**src/rtl/cpu_trace_monitor.sv**
```systemverilog
// Retirement-trace recorder: packs MEM/WB commit events into per-cycle records, buffers them in a
// first-word-fall-through FIFO with registered outputs, and keeps cycle/instruction/drop accounting.
module cpu_trace_monitor #(
  parameter int DATA_W     = 16,
  parameter int REG_AW     = 4,
  parameter int DEPTH      = 16,
  parameter int CYC_W      = 32,
  parameter int WDOG_LIMIT = 100000,
  parameter int DROP_W     = 8
) (
  input  logic              clk,
  input  logic              rst_n,
  input  logic              clr,
  input  logic              rf_we,
  input  logic [REG_AW-1:0] rf_waddr,
  input  logic [DATA_W-1:0] rf_wdata,
  input  logic              mem_re,
  input  logic              mem_we,
  input  logic [DATA_W-1:0] mem_addr,
  input  logic [DATA_W-1:0] mem_wdata,
  input  logic [DATA_W-1:0] mem_rdata,
  input  logic              hlt,
  output logic              trc_valid,
  input  logic              trc_ready,
  output logic [3:0]        trc_flags,
  output logic [REG_AW-1:0] trc_reg,
  output logic [DATA_W-1:0] trc_rdata,
  output logic [DATA_W-1:0] trc_maddr,
  output logic [DATA_W-1:0] trc_mdata,
  output logic [CYC_W-1:0]  trc_cycle,
  output logic [CYC_W-1:0]  cycle_count,
  output logic [CYC_W-1:0]  inst_count,
  output logic [DROP_W-1:0] drop_count,
  output logic              overflow,
  output logic              proto_err,
  output logic              wdog_trip,
  output logic              done
);

  localparam int AW = $clog2(DEPTH);
  localparam logic [CYC_W-1:0] WDOG_LAST = CYC_W'(WDOG_LIMIT - 1);

  typedef struct packed {
    logic [3:0]        flags;
    logic [REG_AW-1:0] rg;
    logic [DATA_W-1:0] rdata;
    logic [DATA_W-1:0] maddr;
    logic [DATA_W-1:0] mdata;
    logic [CYC_W-1:0]  cyc;
  } rec_t;

  rec_t              mem_q [DEPTH];
  rec_t              head_q, head_d, new_rec;
  logic              valid_q, valid_d;
  logic [AW:0]       wr_ptr_q, wr_ptr_d, rd_ptr_q, rd_ptr_d, left_after_pop;
  logic [CYC_W-1:0]  cycle_q, inst_q;
  logic [DROP_W-1:0] drop_q;
  logic              overflow_q, proto_q, wdog_q, done_q;
  logic              active, push, pop, full, push_ok, drop, wdog_hit;

  // NOTE: every combinational output gets a default at the top of the block so no latch is inferred.
  always_comb begin
    active   = !done_q;
    push     = active && (rf_we || mem_re || mem_we || hlt);
    pop      = valid_q && trc_ready;
    full     = (wr_ptr_q ^ rd_ptr_q) == {1'b1, {AW{1'b0}}};
    push_ok  = push && (!full || pop);
    drop     = push && full && !pop;
    wdog_hit = active && !hlt && (cycle_q == WDOG_LAST);

    new_rec.flags = {hlt, mem_we, mem_re, rf_we};
    new_rec.rg    = rf_waddr;
    new_rec.rdata = rf_wdata;
    new_rec.maddr = mem_addr;
    new_rec.mdata = mem_we ? mem_wdata : mem_rdata;
    new_rec.cyc   = cycle_q;

    wr_ptr_d       = wr_ptr_q + {{AW{1'b0}}, push_ok};
    rd_ptr_d       = rd_ptr_q + {{AW{1'b0}}, pop};
    left_after_pop = wr_ptr_q - rd_ptr_d;
    valid_d        = wr_ptr_d != rd_ptr_d;

    // The output register always mirrors the next head; bypass when the pushed record becomes head.
    head_d = '0;
    if (valid_d) begin
      if (left_after_pop == '0) head_d = new_rec;
      else                      head_d = mem_q[rd_ptr_d[AW-1:0]];
    end
  end

  // NOTE: record storage carries no reset; pointers define validity and the head register bypasses it.
  always_ff @(posedge clk) begin
    if (push_ok) mem_q[wr_ptr_q[AW-1:0]] <= new_rec;
  end

  always_ff @(posedge clk) begin
    if (!rst_n || clr) begin
      wr_ptr_q   <= '0;
      rd_ptr_q   <= '0;
      head_q     <= '0;
      valid_q    <= 1'b0;
      cycle_q    <= '0;
      inst_q     <= '0;
      drop_q     <= '0;
      overflow_q <= 1'b0;
      proto_q    <= 1'b0;
      wdog_q     <= 1'b0;
      done_q     <= 1'b0;
    end else begin
      wr_ptr_q <= wr_ptr_d;
      rd_ptr_q <= rd_ptr_d;
      head_q   <= head_d;
      valid_q  <= valid_d;
      if (active) begin
        cycle_q <= cycle_q + 1'b1;
        if (hlt || rf_we || mem_we) inst_q <= inst_q + 1'b1;
        if (mem_re && mem_we)       proto_q <= 1'b1;
        if (hlt || wdog_hit)        done_q  <= 1'b1;
        if (wdog_hit)               wdog_q  <= 1'b1;
      end
      if (drop) begin
        overflow_q <= 1'b1;
        if (drop_q != '1) drop_q <= drop_q + 1'b1;
      end
    end
  end

  assign trc_valid   = valid_q;
  assign trc_flags   = head_q.flags;
  assign trc_reg     = head_q.rg;
  assign trc_rdata   = head_q.rdata;
  assign trc_maddr   = head_q.maddr;
  assign trc_mdata   = head_q.mdata;
  assign trc_cycle   = head_q.cyc;
  assign cycle_count = cycle_q;
  assign inst_count  = inst_q;
  assign drop_count  = drop_q;
  assign overflow    = overflow_q;
  assign proto_err   = proto_q;
  assign wdog_trip   = wdog_q;
  assign done        = done_q;

endmodule

```
**config.mk**
```make
export PLATFORM = sky130hd
export DESIGN_NAME = cpu_trace_monitor
export DESIGN_NICKNAME = d
export VERILOG_FILES = /design/src/rtl/cpu_trace_monitor.sv
export SDC_FILE = /design/constraint.sdc
export NUM_CORES = 2
export LEC_CHECK = 0
export ABC_AREA = 0
export BUFFER_PORTS_ARGS = -buffer_cell sky130_fd_sc_hd__buf_2
export CAP_MARGIN = 20
export CELL_PAD_IN_SITES_DETAIL_PLACEMENT = 1
export CELL_PAD_IN_SITES_GLOBAL_PLACEMENT = 1
export CORE_MARGIN = 3
export CORE_UTILIZATION = 54
export CTS_CLUSTER_SIZE = 10
export DETAILED_ROUTE_END_ITERATION = 12
export PLACE_DENSITY = 0.77
export REMOVE_ABC_BUFFERS = 1
export SLEW_MARGIN = 25
export SYNTH_ARGS = -nofsm -noshare
export SYNTH_HDL_FRONTEND = slang
export SYNTH_SLANG_ARGS = --single-unit
```
**constraint.sdc**
```tcl
create_clock -name clk -period 11.9 [get_ports clk]
set_input_delay 1.785 -clock clk [delete_from_list [all_inputs] [get_ports clk]]
set_output_delay 1.785 -clock clk [all_outputs]
set_load 0.1 [all_outputs]
```
==> impl_metrics.yaml <==
floorplan:
  num_rows: 124
  die_w_um: 346
  start_util_pct: 54.5
  coreArea_um2: 115000
  die_y_um: 346
  dieArea_um2: 120000
  ios: 241
run_status:
  outcome: "complete, no violations"
detailed_routing:
  vias: 32400
  wire_per_inst_um: 32.0
  wl_um: 160000
  dr.pass1.iters: 6
  drt-initial-drc-count: 3704
  drc: 0
  via_per_inst: 6.45
  ant_nets: 0
min_path:
  min_to: "overflow"
  holdPathStages: 2
  min_from: "overflow"
  hold_path_class: "reg -> reg"
logic_synthesis:
  syn_area_um2: 62300
  yosysWarningCount: 0
  synth_edf_count: 1408
  yosys.area_share.simple_pct: 3.02
  avgSynthCellArea_um2: 20.1
  synth_top_family_by_area: "multiplexers"
  syn_inst: 3109
  synthXorXnorAreaFrac_pct: 0.983
  async_reset_ff_share_pct: 0
  ys_ff_latch: 1583
  ys_seq_area_share_pct: 73.4
  synth_fa_ha_area_share_pct: 0.221
  synth_cell_types: 49
  ys.flop_type: "edfxtp_1"
  synthMuxAreaShare_pct: 17.5
  synth_compound_area_share_pct: 2.75
worst_setup_path:
  path_buf_inv: 4
  setup.worst_path.class: "in -> reg"
  critPathLaunchType: "input pin"
  rrSetupSlack_ns: 7.05
  crit_path_frequent_cell: "buf_4"
  r2r-start: "trc_valid"
  cpPeakStageDelay_ns: 0.83
  critical_path.top_delay_family: "buffers and inverters"
  worstPathMaxFanout: 45
  cp-end-kind: "flop"
  crit_arrival_ns: 6.13
  regToRegEndpoint: "trc_maddr[0]"
  reg2reg_depth: 11
  worstPathRequired_ns: 12.29
  crit_chain: "buf_2 > buf_4 > or3_1 > o21ai_0 > a21oi_1 > nand3b_1 > nor2_4 > buf_4 > buf_4"
  cp_slowest_cell: "buf_4"
cts:
  cts_buffer_depth: 3
  htree_levels: 4
  cts_hold_buf: 0
  numCtsBuffers: 178
  clk_transition_reported_paths_ns: 0.05
  postCtsSetupRepairBufs: 0
  worstSkewPairLatency_ns: 0.78
  clock-sinks: 1583
  cts_root_buffer: "clkbuf_16"
  cts_resized: 0
  cts_tree: "built"
power:
  p_leak_nw: 22.4
  vdd_drop_max_v: 0.000130
  power_density_nw_per_um2: 170
timing:
  hold-worst-slack_ns: 0.486
  finalHoldViolations: 0
  finalSetupViolations: 0
  worst_pin_slew_ns: 1.10
  post-route-period-util_pct: 48.2
  finClkSkew_ns: 0.0284
  rsz0062_at_grt: "no"
  fmax_ghz: 0.174
  slew_violations: 0
  fin_crit_ns: 5.74
  slew_headroom_pct: 26.9
placed_design:
  place.gp.congestion: 0.775
  dp_hpwl_um: 82000
  port_buffers: 240
  dpl_cell_area_um2: 65000
global_routing:
  overflow: 0
  grt_pass1_vias: 35400
  grt_first_pass_wirelength_um: 238000
  track_usage_pct: 27.0
  grt_start_max_net_pins: 177
  grt_antenna_before_repair: 8
final_layout:
  final_cell_mix: "1408 x edfxtp_1, 352 x mux4_2, 240 x buf_2"
  fillCellCount: 9650
  area_growth_pct: 12.7
  final_common_cell: "edfxtp_1"
  fin_nets: 3459
  fin_area_um2: 70300
  largest_reg_flops: 1408
  drive_above_1_share_pct: 28.5
run:
  cap_violations: 0
-- cell usage after synthesis (all sizes together), types with 5 or more instances --
cell type	number	share of area, %
edfxtp	1408	68
mux4	352	13
mux2i	179	2.9
dfxtp	175	5.6
buf	132	1.4
nand4	108	1.1
mux2	104	1.9
clkbuf	102	0.61
a31o	89	1.3
a21boi	88	1.1
nor2	77	0.46
xnor2	40	0.57
nand3	30	0.25
xor2	27	0.41
nand2	22	0.13
a21oi	21	0.17
nor4	19	0.21
or3	17	0.18
inv	16	0.096
nor3	15	0.12
and3	14	0.14
o21ai	14	0.11
ha	11	0.22
and2	8	0.080
or4	7	0.084
and4	6	0.084
nand3b	5	0.060
-- power by group --
part	total, mW	internal, mW	leakage, nW	switching [mW]
clock network	4.94	2.85	2.47	2.09
registers	6.14	6.11	14.6	0.0306
logic	0.831	0.283	5.30	0.548
total	11.9	9.25	22.4	2.67
-- layer usage --
metal | global-route usage (%) | up-vias | share of wire (%)
met2 | 44.3 | 1627 | 50
met4 | 8.47 | 2 | 2.7
li1 | - | 13300 | -
met3 | 5.46 | 279 | 8.3
met1 | 36.7 | 17200 | 39
met5 | 0 | - | 0.012
-- worst max path at each step --
stage                          from            end  slack, ns  cells after the start
final                        mem_we   mem_q[9][75]       6.16                      9
after global placement    trc_ready     trc_reg[2]       5.19                     11
after global routing      trc_ready   trc_maddr[3]       5.87                     12
after detailed placement  trc_ready  trc_rdata[11]       5.01                     11
after CTS                 trc_ready   trc_mdata[8]       5.76                     11
after floorplan           trc_ready   trc_cycle[0]      -8.24                      8
-- layout make-up --
type	instances	area, um2	area share [%]
antenna	1	2.50	0.00356
clock buffer	299	5010	7.14
clock inverter	15	146	0.208
inverter	16	60.1	0.0855
multi-input combinational	1276	15400	21.9
sequential	1583	45800	65.2
tap	1512	1890	2.69
timing repair buffer	317	1940	2.77
-- worst register-to-register path, stage by stage, from the launching register on --
cell and delay (ns):
dfxtp_1 0.34, and2_1 0.28, ha_4 0.79, buf_4 0.47
buf_16 0.28, buf_4 0.62, buf_6 0.65, mux4_2 0.65
mux2i_1 0.22, mux2_2 0.22, a31o_1 0.12, a21boi_1 0.08
-- logic make-up after synthesis --
logic type	after synthesis
DFF	1583
muxes	635
and+or+nand+nor	339
buffers and inverters	250
AOI/OAI and AO/OA	224
xor gates and xnor gates	67
adders and majority gates	11
-- per-stage QoR --
step | instances | total power [mW] | utilization [%] | TNS (ns) | setup slack [ns]
after CTS | 5016 | 12.0 | 61.3 | 0 | 5.76
final | 5019 | 11.9 | 61.4 | 0 | 6.16
after detailed placement | 4702 | 7.08 | 56.8 | 0 | 5.01
after global routing | 5019 | 12.3 | 61.4 | 0 | 5.87
after floorplan | 2875 | 6.95 | - | -732.77 | -8.24
after global placement | 4700 | 7.04 | 56.7 | 0 | 5.19
Power figures use the tool's default switching activity.
